===== src/rtl/next_pc_btb_if.sv =====
// Fetch/EX-side signal bundle for the next-PC generator: current PC and
// branch resolution in, next PC, prediction, flush and debug count out.
interface next_pc_btb_if #(
  parameter int PC_W = 16
);
  logic [PC_W-1:0] pc;
  logic            ex_valid;
  logic            ex_is_branch;
  logic [PC_W-1:0] ex_pc;
  logic            ex_taken;
  logic [PC_W-1:0] ex_target;
  logic            ex_mispredict;
  logic [PC_W-1:0] pc_next;
  logic            pred_taken;
  logic [PC_W-1:0] pred_target;
  logic            flush;
  logic [15:0]     mispredict_cnt;

  modport master (
    output pc, ex_valid, ex_is_branch, ex_pc, ex_taken, ex_target, ex_mispredict,
    input  pc_next, pred_taken, pred_target, flush, mispredict_cnt
  );

  modport slave (
    input  pc, ex_valid, ex_is_branch, ex_pc, ex_taken, ex_target, ex_mispredict,
    output pc_next, pred_taken, pred_target, flush, mispredict_cnt
  );
endinterface


===== src/rtl/next_pc_btb.sv =====
// Next-PC generator with a direct-mapped BTB of 2-bit saturating counters.
// Lookup and redirect are combinational; table and mispredict count update on posedge.
module next_pc_btb #(
  parameter int PC_W  = 16,
  parameter int IDX_W = 3
) (
  input  logic          clk,
  input  logic          rst_n,
  next_pc_btb_if.slave  io_btb
);
  localparam int ENTRIES = 1 << IDX_W;
  localparam int TAG_W   = PC_W - IDX_W;

  logic             r_valid  [ENTRIES];
  logic [TAG_W-1:0] r_tag    [ENTRIES];
  logic [PC_W-1:0]  r_target [ENTRIES];
  logic [1:0]       r_ctr    [ENTRIES];
  logic [15:0]      r_mis_cnt;

  logic [IDX_W-1:0] w_idx;
  logic [TAG_W-1:0] w_tag;
  logic [IDX_W-1:0] w_ex_idx;
  logic [TAG_W-1:0] w_ex_tag;
  logic             w_hit;
  logic             w_ex_hit;
  logic [PC_W-1:0]  w_pc_inc;
  logic [PC_W-1:0]  w_ex_inc;
  logic             w_pred_taken;
  logic [PC_W-1:0]  w_pred_target;
  logic             w_flush;
  logic [PC_W-1:0]  w_pc_next;

  assign w_idx    = io_btb.pc[IDX_W-1:0];
  assign w_tag    = io_btb.pc[PC_W-1:IDX_W];
  assign w_ex_idx = io_btb.ex_pc[IDX_W-1:0];
  assign w_ex_tag = io_btb.ex_pc[PC_W-1:IDX_W];

  // Fetch lookup, flush decode and next-PC selection
  always_comb begin
    w_pc_inc      = io_btb.pc + PC_W'(1);
    w_ex_inc      = io_btb.ex_pc + PC_W'(1);
    w_hit         = r_valid[w_idx] && (r_tag[w_idx] == w_tag);
    w_ex_hit      = r_valid[w_ex_idx] && (r_tag[w_ex_idx] == w_ex_tag);
    w_pred_taken  = w_hit && r_ctr[w_idx][1];
    w_pred_target = w_pc_inc;
    w_flush       = io_btb.ex_valid && io_btb.ex_mispredict;
    w_pc_next     = w_pc_inc;
    if (w_hit) begin
      w_pred_target = r_target[w_idx];
    end else begin
      w_pred_target = w_pc_inc;
    end
    // A redirect from EX outranks whatever fetch predicted this cycle
    if (w_flush) begin
      if (io_btb.ex_taken) begin
        w_pc_next = io_btb.ex_target;
      end else begin
        w_pc_next = w_ex_inc;
      end
    end else if (w_pred_taken) begin
      w_pc_next = w_pred_target;
    end else begin
      w_pc_next = w_pc_inc;
    end
  end

  // BTB training from resolved branches
  always_ff @(posedge clk or negedge rst_n) begin
    if (!rst_n) begin
      for (int i = 0; i < ENTRIES; i++) begin
        r_valid[i]  <= 1'b0;
        r_tag[i]    <= '0;
        r_target[i] <= '0;
        r_ctr[i]    <= 2'b01;
      end
    end else if (io_btb.ex_valid && io_btb.ex_is_branch) begin
      if (w_ex_hit) begin
        if (io_btb.ex_taken) begin
          r_target[w_ex_idx] <= io_btb.ex_target;
          if (r_ctr[w_ex_idx] != 2'b11) begin
            r_ctr[w_ex_idx] <= r_ctr[w_ex_idx] + 2'b01;
          end
        end else if (r_ctr[w_ex_idx] != 2'b00) begin
          r_ctr[w_ex_idx] <= r_ctr[w_ex_idx] - 2'b01;
        end
      end else if (io_btb.ex_taken) begin
        // Allocation evicts whatever alias occupied the slot
        r_valid[w_ex_idx]  <= 1'b1;
        r_tag[w_ex_idx]    <= w_ex_tag;
        r_target[w_ex_idx] <= io_btb.ex_target;
        r_ctr[w_ex_idx]    <= 2'b10;
      end
    end
  end

  // Saturating mispredict counter
  always_ff @(posedge clk or negedge rst_n) begin
    if (!rst_n) begin
      r_mis_cnt <= 16'h0000;
    end else if (w_flush && (r_mis_cnt != 16'hFFFF)) begin
      r_mis_cnt <= r_mis_cnt + 16'h0001;
    end
  end

  assign io_btb.pc_next        = w_pc_next;
  assign io_btb.pred_taken     = w_pred_taken;
  assign io_btb.pred_target    = w_pred_target;
  assign io_btb.flush          = w_flush;
  assign io_btb.mispredict_cnt = r_mis_cnt;
endmodule


===== src/flat_wrapper.sv =====
// flat-port wrapper written by rule: the top's interface ports become plain ports
module next_pc_btb_flat 
#(
  parameter int PC_W  = 16,
  parameter int IDX_W = 3
)
  (clk, rst_n, io_btb_pc, io_btb_ex_valid, io_btb_ex_is_branch, io_btb_ex_pc, io_btb_ex_taken, io_btb_ex_target, io_btb_ex_mispredict, io_btb_pc_next, io_btb_pred_taken, io_btb_pred_target, io_btb_flush, io_btb_mispredict_cnt);
  next_pc_btb_if #(.PC_W(PC_W)) io_btb_i ();
  input  logic clk;
  input  logic rst_n;
  input wire logic [$bits(io_btb_i.pc)-1:0] io_btb_pc;
  input wire logic [$bits(io_btb_i.ex_valid)-1:0] io_btb_ex_valid;
  input wire logic [$bits(io_btb_i.ex_is_branch)-1:0] io_btb_ex_is_branch;
  input wire logic [$bits(io_btb_i.ex_pc)-1:0] io_btb_ex_pc;
  input wire logic [$bits(io_btb_i.ex_taken)-1:0] io_btb_ex_taken;
  input wire logic [$bits(io_btb_i.ex_target)-1:0] io_btb_ex_target;
  input wire logic [$bits(io_btb_i.ex_mispredict)-1:0] io_btb_ex_mispredict;
  output wire logic [$bits(io_btb_i.pc_next)-1:0] io_btb_pc_next;
  output wire logic [$bits(io_btb_i.pred_taken)-1:0] io_btb_pred_taken;
  output wire logic [$bits(io_btb_i.pred_target)-1:0] io_btb_pred_target;
  output wire logic [$bits(io_btb_i.flush)-1:0] io_btb_flush;
  output wire logic [$bits(io_btb_i.mispredict_cnt)-1:0] io_btb_mispredict_cnt;
  assign io_btb_i.pc = io_btb_pc;
  assign io_btb_i.ex_valid = io_btb_ex_valid;
  assign io_btb_i.ex_is_branch = io_btb_ex_is_branch;
  assign io_btb_i.ex_pc = io_btb_ex_pc;
  assign io_btb_i.ex_taken = io_btb_ex_taken;
  assign io_btb_i.ex_target = io_btb_ex_target;
  assign io_btb_i.ex_mispredict = io_btb_ex_mispredict;
  assign io_btb_pc_next = io_btb_i.pc_next;
  assign io_btb_pred_taken = io_btb_i.pred_taken;
  assign io_btb_pred_target = io_btb_i.pred_target;
  assign io_btb_flush = io_btb_i.flush;
  assign io_btb_mispredict_cnt = io_btb_i.mispredict_cnt;
  next_pc_btb #(.PC_W(PC_W), .IDX_W(IDX_W)) u_core (.clk(clk), .rst_n(rst_n), .io_btb(io_btb_i));
endmodule

===== config.mk =====
export PLATFORM = sky130hd
export DESIGN_NAME = next_pc_btb_flat
export DESIGN_NICKNAME = d
export VERILOG_FILES = /design/src/rtl/next_pc_btb_if.sv /design/src/rtl/next_pc_btb.sv /design/src/flat_wrapper.sv
export SDC_FILE = /design/constraint.sdc
export NUM_CORES = 1
export LEC_CHECK = 0
export ABC_AREA = 0
export ABC_CLOCK_PERIOD_IN_PS = 19200
export CELL_PAD_IN_SITES_DETAIL_PLACEMENT = 1
export CELL_PAD_IN_SITES_GLOBAL_PLACEMENT = 2
export CORE_ASPECT_RATIO = 1.25
export CORE_MARGIN = 2
export CORE_UTILIZATION = 37
export CTS_CLUSTER_SIZE = 28
export DETAILED_ROUTE_END_ITERATION = 16
export PLACE_DENSITY = 0.69
export SYNTH_ARGS = -nofsm -noshare
export SYNTH_HDL_FRONTEND = slang
export SYNTH_SLANG_ARGS = --single-unit
export TNS_END_PERCENT = 10

===== constraint.sdc =====
create_clock -name clk -period 19.2 [get_ports clk]
set_clock_uncertainty 0.2 [all_clocks]
set_input_delay 5.76 -clock clk [delete_from_list [all_inputs] [get_ports clk]]
set_output_delay 5.76 -clock clk [all_outputs]
set_load 0.02 [all_outputs]

# After elaboration in Yosys (flattened, before gate mapping)

Index checks and enable logic that the tools add are counted.

Flip-flop bits (word level): 272
Bits of input ports: 54
Output and inout port bits: 50
Logic and storage cells: 108

Add/subtract/negate cells: 5
Order comparisons: 3
Equality and inequality tests: 5
Muxes and demuxes: 42
Bitwise operators: 7
Reductions and logical operators: 13

Operators by type and width:

| cell                                                      | number |
|---|---|
| 2-to-1 mux 16 bit                                         | 12 |
| bitwise mux 128 bit                                       | 1 |
| bitwise mux 104 bit                                       | 1 |
| binary-select mux 13 bit (select 3 bit)                   | 2 |
| 2-to-1 mux 13 bit                                         | 5 |
| adder 16 x 1 -> 16 bit (second input constant)            | 3 |
| binary-select mux 16 bit (select 3 bit)                   | 1 |
| demux 16 bit (select 3 bit)                               | 1 |
| demux 13 bit (select 3 bit)                               | 1 |
| bitwise mux 16 bit                                        | 2 |
| equality test 13 bit                                      | 2 |
| inequality test 16 bit (second input constant)            | 1 |
| bitwise OR 8 bit                                          | 2 |
| binary-select mux 2 bit (select 3 bit)                    | 2 |
| 2-to-1 mux 2 bit                                          | 5 |
| bitwise AND 8 bit                                         | 1 |
| greater-or-equal comparator 4 bit (second input constant) | 2 |
| inverter 3 -> 4 bit                                       | 2 |
| inverter 8 bit                                            | 1 |
| logical AND 1 bit                                         | 7 |
| binary-select mux 1 bit (select 3 bit)                    | 2 |
| demux 2 bit (select 3 bit)                                | 1 |
| nonzero test 2 bit                                        | 3 |
| 2-to-1 mux 1 bit                                          | 5 |
| other kinds (10)                                          | 10 |

# Depth between registers and ports, before layout

Depth in word-level cells: 9
Mapped depth: 15

# Worst setup path before layout

OpenSTA, ideal clock, no wires.

Kind: in2out
Start: input port io_btb_pc[0]
End: output port io_btb_pc_next[1]
Data arrival time: 8.688 ns
Data required time: 13.240 ns
Setup slack: 4.552 ns
Cell stages on the path: 12
Buffers on the path: 4
Cell sequence: buf_2 > buf_4 > mux4_2 > mux2i_1 > xnor2_1 > nor4_1 > nand4_1 > buf_2 > nor2_2 > buf_4 > mux2i_1 > o21ai_0

Longest elaborated chain between the ends: 9

Ends and longest elaborated chain:

| element                                               | RTL line                             | RTL |
|---|---|---|
| start, declared                                       | flat_wrapper.sv:11                   | `input wire logic [$bits(io_btb_i.pc)-1:0] io_btb_pc;` |
| inverter 3 -> 4 bit (implied by the code) *           | next_pc_btb.sv:42, next_pc_btb.sv:44 |  |
| binary-select mux 13 bit (select 3 bit)               | next_pc_btb.sv:42                    | `w_hit = r_valid[w_idx] && (r_tag[w_idx] == w_tag);` |
| 2-to-1 mux 13 bit (implied by the code) (2 in series) | next_pc_btb.sv:42                    |  |
| equality test 13 bit                                  | next_pc_btb.sv:42                    |  |
| logical AND 1 bit                                     | next_pc_btb.sv:42                    |  |
| logical AND 1 bit *                                   | next_pc_btb.sv:44                    | `w_pred_taken = w_hit && r_ctr[w_idx][1];` |
| via io_btb_pred_taken                                 | flat_wrapper.sv:19                   | `output wire logic [$bits(io_btb_i.pred_taken)-1:0] io_btb_pred_taken;` |
| 2-to-1 mux 16 bit *                                   | next_pc_btb.sv:60                    | `end else if (w_pred_taken) begin` |
| 2-to-1 mux 16 bit *                                   | next_pc_btb.sv:54                    | `if (w_flush) begin` |
| end, declared                                         | flat_wrapper.sv:18                   | `output wire logic [$bits(io_btb_i.pc_next)-1:0] io_btb_pc_next;` |

The timed path passes the listed nets; every way through them passes the cells marked *. The select of a mux whose other input is x is not followed.

# Worst setup path after layout

Start: input port io_btb_pc[2]
End: output port io_btb_pc_next[14]

Longest elaborated chain between the ends: 9

Ends and longest elaborated chain:

| element                                                | RTL line |
|---|---|
| inverter 3 -> 4 bit (implied by the code)              | next_pc_btb.sv:42, next_pc_btb.sv:44, next_pc_btb.sv:49 |
| binary-select mux 13 bit (select 3 bit)                | next_pc_btb.sv:42 |
| 2-to-1 mux 13 bit (implied by the code) (2 in series)  | next_pc_btb.sv:42 |
| equality test 13 bit                                   | next_pc_btb.sv:42 |
| logical AND 1 bit                                      | next_pc_btb.sv:42 |
| 2-to-1 mux 16 bit or logical AND 1 bit (tied branches) | next_pc_btb.sv:48, next_pc_btb.sv:44 |
| 2-to-1 mux 16 bit *                                    | next_pc_btb.sv:60 |
| 2-to-1 mux 16 bit *                                    | next_pc_btb.sv:54 |

Mark *: on every way between the ends. The rest lies on a longest branch, timed or not. The select of a mux whose other input is x is not followed.

==> flow_metrics.env <==
export IMPL_cts_setup_buffers=0
export IMPL_worstPathCellList="clkdlybuf4s50_1, inv_2, buf_4, mux2i_1, xnor2_1, nor4_1, nand4_1, buf_4, nor2_2, buf_4, mux2i_1, mux2_2, clkdlybuf4s50_1"
export IMPL_final_hold_viol_count=0
export IMPL_synth_area_leaders="dfrtp_1, mux2_2, mux4_2"
export IMPL_hold_class="reg -> reg"
export IMPL_synth_compound_area_frac=0.0374
export IMPL_avgViaCountPerCell=5.70
export IMPL_crit_path_max_incr_delay_ns=0.59
export IMPL_cts_resized_gates=0
export IMPL_grt_antenna_before_repair=1
export IMPL_power_switching_share=0.274
export IMPL_place_detailed_hpwl_mm=29.5
export IMPL_insertedDiodeCount=0
export IMPL_power_density_nw_per_um2=98.0
export IMPL_wl_per_cell_um=26.2
export IMPL_clockPowerShare=0.338
export IMPL_mappedNetlistNets=1154
export IMPL_cts_hold_buf=0
export IMPL_seq_power_share=0.450
export IMPL_htreeDepth=1
export IMPL_yosys_area_share_adder=0.00423
export IMPL_period_needed_ns=16.62
export IMPL_overflow=0
export IMPL_grt_pass1_vias=10500
export IMPL_start_util=0.376
export IMPL_critPathCaptureType="output port"
export IMPL_clkTransAtPathRegs_ns=0.06
export IMPL_syn_inst=1095
export IMPL_yosys_warnings=0
export IMPL_vias=9674
export IMPL_synthMuxAreaShare=0.375
export IMPL_clkSinkCount=272
export IMPL_hold_start="u_core.r_valid[1]"
export IMPL_clock_latency_ns=0.57
export IMPL_peakVddDrop_mv=0.0534
export IMPL_leakagePower_nw=7.30
export IMPL_tns_ns=0
export IMPL_grt_start_max_net_pins=77
export IMPL_cts_path_max_buffers=3
export IMPL_synth_edff_count=0
export IMPL_yosysTopAreaCell="dfrtp_1"
export IMPL_synth_simple_area_share=0.0554
export IMPL_rsz0062_at_grt="no"
export IMPL_ios=104
export IMPL_p_int_mw=1.22
export IMPL_grt_pass1_wl_mm=68.0
export IMPL_drtAntennaViolNets=0
export IMPL_synth_top_area_share=0.447
export IMPL_crit_buf_inv=6
export IMPL_combPwrFrac=0.213
export IMPL_synth_top_family_by_area="multiplexers"
export IMPL_utilization=0.437
export IMPL_r2r_cells=8
export IMPL_cts_buffers=30
export IMPL_fp_dieArea_um2=41600
export IMPL_switchingPower_mw=0.462
export IMPL_final_max_slew_viol_count=0
export IMPL_drtIter0Drc=414
export IMPL_fillers=3994
export IMPL_hold_end="u_core.r_valid[1]"
export IMPL_drt_pass1_iterations=4
export IMPL_reg2reg_setup_slack_ns=15.11
export IMPL_fin_crit_sh=0.866
export IMPL_path_max_fanout=17
export IMPL_avgSynthCellArea_um2=13.5
export IMPL_core_area_um2=39300
export IMPL_worst_ep_required_time_ns=13.24
export IMPL_cp_slowest_cell="clkdlybuf4s50_1"
export IMPL_crit_top_cell="buf_4"
export IMPL_tightestPinTransition_ns=1.18
export IMPL_cp_top_family="buffers and inverters"
export IMPL_drc=0
export IMPL_nets=1234
export IMPL_cts_tree="yes"
export IMPL_postSynth_asyncResetShare=1.00
export IMPL_synth_seq_area_share=0.461
export IMPL_final_cell_mix="dfrtp_1, mux2_2, mux2i_1"
export IMPL_max_slew_margin=0.211
export IMPL_r2r_start="u_core.r_tag[26]"
export IMPL_hold_ws_ns=0.288
export IMPL_arrival_ns=10.66
export IMPL_crit_type="in -> out"
export IMPL_die_h_um=228
export IMPL_layout_commonest_cell="dfrtp_1"
export IMPL_setup_viol=0
export IMPL_place_congestion=0.758
export IMPL_layout_drive_gt1_share=0.348
export IMPL_run_status="finished, final reports clean"
export IMPL_synth_distinct_cells=51
export IMPL_min_delay_path_depth=1
export IMPL_die_x_um=183
export IMPL_syn2layout_area_growth_pct=16.3
export IMPL_row_count=81
export IMPL_drt_total_wl_mm=44.4
export IMPL_fmax_ghz=0.0602
export IMPL_synth_seq_cells=272
export IMPL_cts_root_buffer="clkbuf_16"
export IMPL_grt_use_total=0.219
export IMPL_worstReg2RegEnd="u_core.r_tag[47]"
export IMPL_drv_cap=0
export IMPL_port_buffers=103
export IMPL_cp_start_kind="primary input"
export IMPL_synth_xor_area_share=0.0373
export IMPL_synth_ff_type="dfrtp_1"
export IMPL_syn_area_um2=14800
## synthesized netlist by cell type (all sizes together) (3+ instances only)
master,n
nor3,13
and3,6
xnor2,45
o21a,12
mux2i,100
mux4,74
and2,4
clkbuf,40
nand2b,11
mux2,253
nand4,14
a32oi,3
nand2,49
a22o,5
nor2,31
dfstp,8
or2,3
a22oi,11
a31oi,3
o21ai,10
nand3,24
a221oi,6
inv,8
dfrtp,264
o211ai,13
ha,5
buf,36
a21oi,6
nor4,4
xor2,18
## through the flow
stage / setup WS, ns / cell area [um^2] / power (mW) / cells
2_1_floorplan: 4.55 / 14800 / 0.996 / 1095
3_3_place_gp: 2.58 / 16200 / 1.12 / 1641
3_5_place_dp: 2.51 / 16200 / 1.13 / 1641
4_1_cts: 2.51 / 17200 / 1.71 / 1697
5_1_grt: 2.27 / 17200 / 1.77 / 1697
6_report: 2.58 / 17200 / 1.69 / 1697
## flip-flops by register name (all words and copies together), names as in the netlist
register	cells
u_core.r_ctr	16
u_core.io_btb.mispredict_cnt	16
u_core.r_tag	104
u_core.r_valid	8
u_core.r_target	128
## kinds of logic after synthesis
group | Yosys count
AO/OA/AOI/OAI | 76
XOR/XNOR | 63
adder cells (fa/ha/maj) | 5
buffers and inverters | 85
flip-flops | 272
multiplexers | 427
AND/OR/NAND/NOR | 167
## metal layers
metal,wire [um],share of wire,GRT usage
met1,19400,0.44,0.287
met2,22400,0.50,0.376
met4,1440,0.032,0.0754
met5,12,0.00027,0
met3,1240,0.028,0.0256
## worst max-delay path by stage
| stage | startpoint | endpoint | slack, ns | depth (start not counted) |
|---|---|---|---|---|
| after CTS | io_btb_pc[2] | io_btb_pc_next[12] | 2.51 | 13 |
| after floorplan | io_btb_pc[0] | io_btb_pc_next[1] | 4.55 | 12 |
| after detailed placement | io_btb_pc[2] | io_btb_pc_next[10] | 2.51 | 13 |
| after global placement | io_btb_pc[2] | io_btb_pc_next[8] | 2.58 | 13 |
| after global routing | io_btb_pc[0] | io_btb_pc_next[12] | 2.27 | 13 |
| final | io_btb_pc[2] | io_btb_pc_next[14] | 2.58 | 13 |
## power groups by stage
stage	combinational (mW)	clock [mW]	sequential, mW
after CTS	0.364	0.589	0.758
after floorplan	0.250	0	0.746
after detailed placement	0.363	0	0.767
after global placement	0.354	0	0.764
final	0.359	0.570	0.758
after global routing	0.389	0.609	0.774
## layout make-up
class,count,area [um^2],share of cell area
well taps,498,623,0.0362
repair buffers,124,1190,0.0690
clock buffers,51,921,0.0535
inverters,9,33.8,0.00196
flip-flops and latches,272,6820,0.396
clock inverters,5,50.0,0.00291
multi-input cells,738,7570,0.440
## worst reg2reg max path, delay by kind of cell, from the launching register on
kind	cells	cell delay, ns
xor gates and xnor gates	1	0.19
DFF	1	0.40
muxes	3	1.09
and+or+nand+nor	4	2.08
No activity file was read; power rests on OpenSTA's default activity.
